--- src/rtl/bios_fetch_unit.sv ---
// BIOS instruction-fetch front end: owns the fetch PC, drives BIOS port A, pairs words with PCs.
// Optional performance counters are built when FETCH_PERF_CNT_EN is defined.
module bios_fetch_unit #(
  parameter int          AWIDTH    = 12,
  parameter logic [31:0] BIOS_BASE = 32'h4000_0000
) (
  input  logic              clk,
  input  logic              rst,
  input  logic              stall,
  input  logic              redirect,
  input  logic [31:0]       redirect_pc,
  output logic [AWIDTH-1:0] bios_addr,
  input  logic [31:0]       bios_dout,
  output logic [31:0]       inst,
  output logic [31:0]       inst_pc,
  output logic              inst_valid,
  output logic              fault,
  output logic [31:0]       fault_pc,
  output logic [31:0]       fetch_count,
  output logic [31:0]       stall_count
);

  typedef enum logic [1:0] {BOOT, RUN, HALT} state_t;

  state_t      state_q, state_d;
  logic [31:0] pc_q, pc_d, pc_next;
  logic [31:0] fault_pc_q, fault_pc_d;
  logic        valid;

  function automatic logic pc_legal(input logic [31:0] pc);
    return (pc[1:0] == 2'b00) && (pc[31:AWIDTH+2] == BIOS_BASE[31:AWIDTH+2]);
  endfunction

  always_comb begin
    state_d    = state_q;
    pc_next    = pc_q;
    pc_d       = pc_q;
    fault_pc_d = fault_pc_q;
    valid      = 1'b0;
    case (state_q)
      BOOT, RUN: begin
        if (redirect)             pc_next = redirect_pc;
        else if (state_q == BOOT) pc_next = BIOS_BASE;
        else if (stall)           pc_next = pc_q;
        else                      pc_next = pc_q + 32'd4;
        // The word on a redirect cycle is wrong-path and is squashed.
        valid = (state_q == RUN) && !redirect;
        if (pc_legal(pc_next)) begin
          state_d = RUN;
          pc_d    = pc_next;
        end else begin
          state_d    = HALT;
          fault_pc_d = pc_next;
        end
      end
      HALT: begin
        if (redirect) begin
          if (pc_legal(redirect_pc)) begin
            pc_next = redirect_pc;
            pc_d    = redirect_pc;
            state_d = RUN;
          end else begin
            fault_pc_d = redirect_pc;
          end
        end
      end
      default: state_d = BOOT;
    endcase
    if (rst) pc_next = BIOS_BASE;
  end

  always_ff @(posedge clk or posedge rst) begin
    if (rst) begin
      state_q    <= BOOT;
      pc_q       <= BIOS_BASE;
      fault_pc_q <= 32'd0;
    end else begin
      state_q    <= state_d;
      pc_q       <= pc_d;
      fault_pc_q <= fault_pc_d;
    end
  end

  assign bios_addr  = pc_next[AWIDTH+1:2];
  assign inst       = bios_dout;
  assign inst_pc    = pc_q;
  assign inst_valid = valid;
  assign fault      = (state_q == HALT);
  assign fault_pc   = fault_pc_q;

`ifdef FETCH_PERF_CNT_EN
  logic [31:0] fetch_cnt_q, stall_cnt_q;

  always_ff @(posedge clk or posedge rst) begin
    if (rst) begin
      fetch_cnt_q <= 32'd0;
      stall_cnt_q <= 32'd0;
    end else begin
      if (valid && !stall)
        fetch_cnt_q <= fetch_cnt_q + 32'd1;
      if ((state_q == RUN) && stall && !redirect)
        stall_cnt_q <= stall_cnt_q + 32'd1;
    end
  end

  assign fetch_count = fetch_cnt_q;
  assign stall_count = stall_cnt_q;
`else
  assign fetch_count = 32'd0;
  assign stall_count = 32'd0;
`endif

endmodule

--- config.mk ---
export PLATFORM = sky130hd
export DESIGN_NAME = bios_fetch_unit
export DESIGN_NICKNAME = d
export VERILOG_FILES = /design/src/rtl/bios_fetch_unit.sv
export SDC_FILE = /design/constraint.sdc
export NUM_CORES = 1
export LEC_CHECK = 0
export BUFFER_PORTS_ARGS = -buffer_cell sky130_fd_sc_hd__buf_4
export CAP_MARGIN = 40
export CELL_PAD_IN_SITES_DETAIL_PLACEMENT = 1
export CELL_PAD_IN_SITES_GLOBAL_PLACEMENT = 2
export CORE_ASPECT_RATIO = 0.6
export CORE_MARGIN = 10
export CORE_UTILIZATION = 28
export DETAILED_ROUTE_END_ITERATION = 10
export PLACE_DENSITY_LB_ADDON = 0.1
export SLEW_MARGIN = 0
export SYNTH_ARGS = -nofsm -noshare
export SYNTH_HDL_FRONTEND = slang
export SYNTH_SLANG_ARGS = --single-unit
--- constraint.sdc ---
create_clock -name clk -period 5.4 [get_ports clk]
set_input_delay 0.27 -clock clk [delete_from_list [all_inputs] [get_ports clk]]
set_output_delay 0.27 -clock clk [all_outputs]
set_load 0.005 [all_outputs]
; Word level (Yosys, flattened, before mapping)
; Cells that the tools add are included.
[op_classes]
addsub = 1
eq_ne = 9
n_mux = 19
reduce_logical = 12
[op_table]
columns = op, count
row1 = 2-to-1 mux 32 bit, 10
row2 = case mux 32 bit (2 select lines), 2
row3 = equality test 18 x 17 -> 1 bit (second input constant), 2
row4 = adder 32 x 3 -> 32 bit (second input constant), 1
row5 = case mux 14 bit (2 select lines), 1
row6 = 2-to-1 mux 14 bit, 1
row7 = inequality test 2 bit (second input constant), 4
row8 = logical NOT 2 bit, 3
row9 = 2-to-1 mux 2 bit, 3
row10 = case mux 2 bit (2 select lines), 1
row11 = AND reduction 2 bit, 2
row12 = AND reduction 4 bit, 1
row13 = logical AND 1 bit, 3
row14 = equality test 2 x 1 -> 1 bit (second input constant), 1
row15 = equality test 2 bit (second input constant), 1
row16 = inequality test 2 x 1 -> 1 bit (second input constant), 1
row17 = nonzero test 2 bit, 1
row18 = OR reduction 2 bit, 1
row19 = logical NOT 1 bit, 1
row20 = 2-to-1 mux 1 bit, 1
[word_totals]
wordCells = 44
regBits = 66
out_inout_bits = 174

; Logic depth before layout (Yosys ltp)
[logic_depth]
depth_word = 9
mapped_depth = 13
depth_no_buf = 9

; Worst setup path after synthesis
; Ideal clock, no wire load.
[synth_path]
kind = reg2reg
start = register pc_q[8] (netlist: inst_pc[8])
end = register fault_pc_q[0] (netlist: fault_pc[0])
stages_incl_launch_ff = 13
required_ns = 5.273
arrival_time_ns = 2.705
path_buffers = 4
setup_time_ns = 0.127
period_less_slack_ns = 2.833
path_slack_ns = 2.567
path_cell_list = dfrtp_1 buf_2 and4_4 nand4_2 buf_2 o211ai_1 o311ai_1 or3_1 nor4_2 or2_1 buf_4 buf_6 mux2_1
[synth_via]
elab_chain_len = 9
[synth_lines]
columns = item, line
row1 = start: declaration, 26  ; logic [31:0] pc_q, pc_d, pc_next;
row2 = start signal: assignment, 79  ; pc_q <= pc_d;
row3 = adder 32 x 3 -> 32 bit, 45  ; else pc_next = pc_q + 32'd4;
row4 = 2-to-1 mux 32 bit, 44  ; else if (stall) pc_next = pc_q;
row5 = 2-to-1 mux 32 bit, 43  ; else if (state_q == BOOT) pc_next = BIOS_BASE;
row6 = 2-to-1 mux 32 bit, 42  ; if (redirect) pc_next = redirect_pc;
row7 = 2-to-1 mux 32 bit, 40  ; case (state_q)
row8 = equality test 18 x 17 -> 1 bit, 31  ; return (pc[1:0] == 2'b00) && (pc[31:AWIDTH+2] == BIOS_BASE[31:AWIDTH+2]);
row9 = logical AND 1 bit, 31
row10 = inequality test 2 bit (no line), --
row11 = AND reduction 4 bit (no line), --
row12 = end signal: assignment, 80  ; fault_pc_q <= fault_pc_d;
row13 = end: declaration, 27  ; logic [31:0] fault_pc_q, fault_pc_d;
; Every way passes these cells. The select of a mux whose other input is x is not followed.
; A chain may end at the register's enable or synchronous reset.

; Worst setup path after layout
[layout_path]
start = register pc_q[10] (netlist: inst_pc[10])
end = register fault_pc_q[8] (netlist: fault_pc[8])
; Same word-level chain as after synthesis.

==> flow_metrics.tcl <==
set metrics [dict create \
    wl_mm 20.4 \
    cp-end-kind "flop" \
    drv_slew 0 \
    wl_per_cell_um 23.0 \
    p_leak_nw 2.81 \
    dr.pass1.iters 5 \
    finalSetupTns_ns 0 \
    fmax_ghz 0.253 \
    antennaDiodeCount 0 \
    drive_above_1_share_pct 24.5 \
    crit_type "reg -> reg" \
    cts_setup_buffers 0 \
    synth-edff-count 0 \
    slew-limit-headroom_pct 44.1 \
    rsz0062_at_grt "no" \
    rrSetupSlack_ns 1.45 \
    netlist_area_um2 5060 \
    clk_pin_slew_ns 0.06 \
    yosys-top-cells-area "dfrtp_1, buf_4, nand2_1" \
    period_minus_slack_ns 3.95 \
    synthArstFlopShare_pct 100 \
    initial_core_util_pct 29.0 \
    power-per-cell-area_nw_per_um2 229 \
    die_area_um2 24000 \
    critical_path_required_ns 5.62 \
    setup_violations 0 \
    place_hpwl_mm 16.0 \
    cap_violations 0 \
    synthCells 590 \
    grt_pass1_vias 4632 \
    place.gp.congestion 0.813 \
    cts_tree "built" \
    ys.flop_type "dfrtp_1" \
    die_w_um 194 \
    ir_drop_v 0.000107 \
    yosys_register_bits 66 \
    worst_pin_slew_ns 0.839 \
    synth.top_cell.area_share_pct 32.1 \
    p_total_mw 1.35 \
    htreeDepth 3 \
    grt_antenna_before_repair 0 \
    synth_top_area_cell "dfrtp_1" \
    insertion_delay_ns 0.33 \
    track_usage_pct 16.3 \
    holdWs_ns 0.109 \
    r2r_end "fault_pc[8]" \
    clock_path_buffers 2 \
    cts.sinks 66 \
    status "finished clean" \
    post_cts_resized 0 \
    layout_common_cells "buf_4, dfrtp_1, conb_1, nand2_1, nor2_1" \
    fin_crit_sh_pct 73.2 \
    hold_buffers 0 \
    cts_buffers 9 \
    port_buffers 113 \
    critPathMaxFanout 32 \
    vias_per_cell 4.99 \
    critPathLaunchType "flop" \
    grt_max_degree 40 \
    root_buffer "clkbuf_16" \
    drc 0 \
    ant_nets 0 \
    yosysSeqAreaShare_pct 32.6 \
    rr_worst_depth 10 \
    first_iter_violations 316 \
    grt_remaining_overflow 0 \
    syn_avg_cell_area_um2 8.58 \
    area_growth_pct 16.2 \
    min_path_type "in -> async" \
    rows 37 \
    r2r-start "inst_pc[10]" \
    die_h_um 124 \
    grt_pass1_wl_mm 30.2 \
    synth_cell_types 66 \
    ys_warn_count 0 \
    num_io_pins 242 \
    final_common_cell "buf_4" \
    core-area_um2 17500 \
    vias 4423 \
    skew_ns 0.00824 \
    final_nets 716 \
    report.final.hold_viol_count 0 \
    cp.arrival_ns 4.17 \
]
routing by layer:
| layer | GRT usage [%] | vias up | share of wire [%] |
|---|---|---|---|
| li1 | - | 2005 | - |
| met2 | 21.8 | 177 | 39 |
| met3 | 5.74 | 18 | 8.7 |
| met4 | 3.47 | 0 | 0.68 |
| met1 | 24.1 | 2223 | 51 |
| met5 | 0 | - | 0 |
cells by family (layout without fill, tap and decap cells):
group,count (synthesis),in the layout,share of synthesized area (%)
AOI/OAI and AO/OA,111,111,15.6
xor gates and xnor gates,20,20,3.46
adders and majority gates,1,1,0.247
buffers and inverters,165,164,20.5
DFF,66,66,32.6
muxes,38,38,8.18
other,1,64,0.0740
and+or+nand+nor,188,188,19.2
registers in the layout, summed over array words and instances, names as in the netlist, named ones only:
| signal | cells |
|---|---|
| fault_pc | 32 |
| inst_pc | 30 |
| state_q | 2 |
stage by stage:
stage	worst slack (ns)	area (um^2)	std cells	utilization, %
2_1_floorplan	2.57	5300	653	-
6_report	1.45	5880	886	33.7
4_1_cts	1.47	5880	886	33.7
3_3_place_gp	1.53	5550	869	31.8
5_1_grt	1.20	5880	886	33.7
3_5_place_dp	1.49	5580	870	32.0
cell type report:
type,count,area (um^2)
Fill cell,2074,11600
Multi-Input combinational cell,422,2610
Sequential cell,66,1650
Timing Repair Buffer,120,921
Tap cell,234,293
Clock buffer,10,239
Inverter,28,105
Clock inverter,6,65.1
worst max-delay path by stage:
stage / start / to / slack (ns) / cells past startpoint
after detailed placement: inst_pc[10] / fault_pc[8] / 1.49 / 10
final: inst_pc[10] / fault_pc[8] / 1.45 / 10
after global placement: inst_pc[15] / fault_pc[8] / 1.53 / 10
after CTS: inst_pc[10] / fault_pc[8] / 1.47 / 10
after global routing: inst_pc[10] / fault_pc[22] / 1.20 / 10
after floorplan: inst_pc[8] / fault_pc[0] / 2.57 / 12
worst max-delay path, stage by stage (launching register included):
cell and delay, ns:
dfrtp_1 0.55, and4_1 0.40, nand4_2 0.35, o311ai_1 0.44, o211ai_1 0.24, or3_1 0.43, nor4_2 0.25, buf_4 0.26
or2_1 0.13, buf_4 0.39, mux2_2 0.39
synth_stat cells, types with 3 or more instances:
| cell type | count |
|---|---|
| nand4_1 | 9 |
| mux2_1 | 17 |
| mux2i_1 | 17 |
| nand2b_1 | 5 |
| o21ai_0 | 20 |
| buf_2 | 11 |
| or4_1 | 4 |
| nand2_1 | 54 |
| inv_1 | 27 |
| clkbuf_1 | 18 |
| a211oi_1 | 9 |
| a21oi_1 | 29 |
| o21bai_1 | 3 |
| o31ai_1 | 3 |
| a22oi_1 | 3 |
| and2_1 | 22 |
| nor4_1 | 11 |
| buf_4 | 104 |
| o221a_2 | 7 |
| nand3_1 | 13 |
| nor3_1 | 16 |
| xnor2_1 | 18 |
| and4_1 | 4 |
| nor2_1 | 32 |
| a32o_1 | 4 |
| a21o_1 | 7 |
| dfrtp_1 | 65 |
report_power, final:
group          internal (mW)  switching, mW
Combinational         0.0886         0.0972
Sequential             0.523         0.0235
Clock                  0.371          0.246
Total                  0.983          0.367
Power figures use the tool's default switching activity.
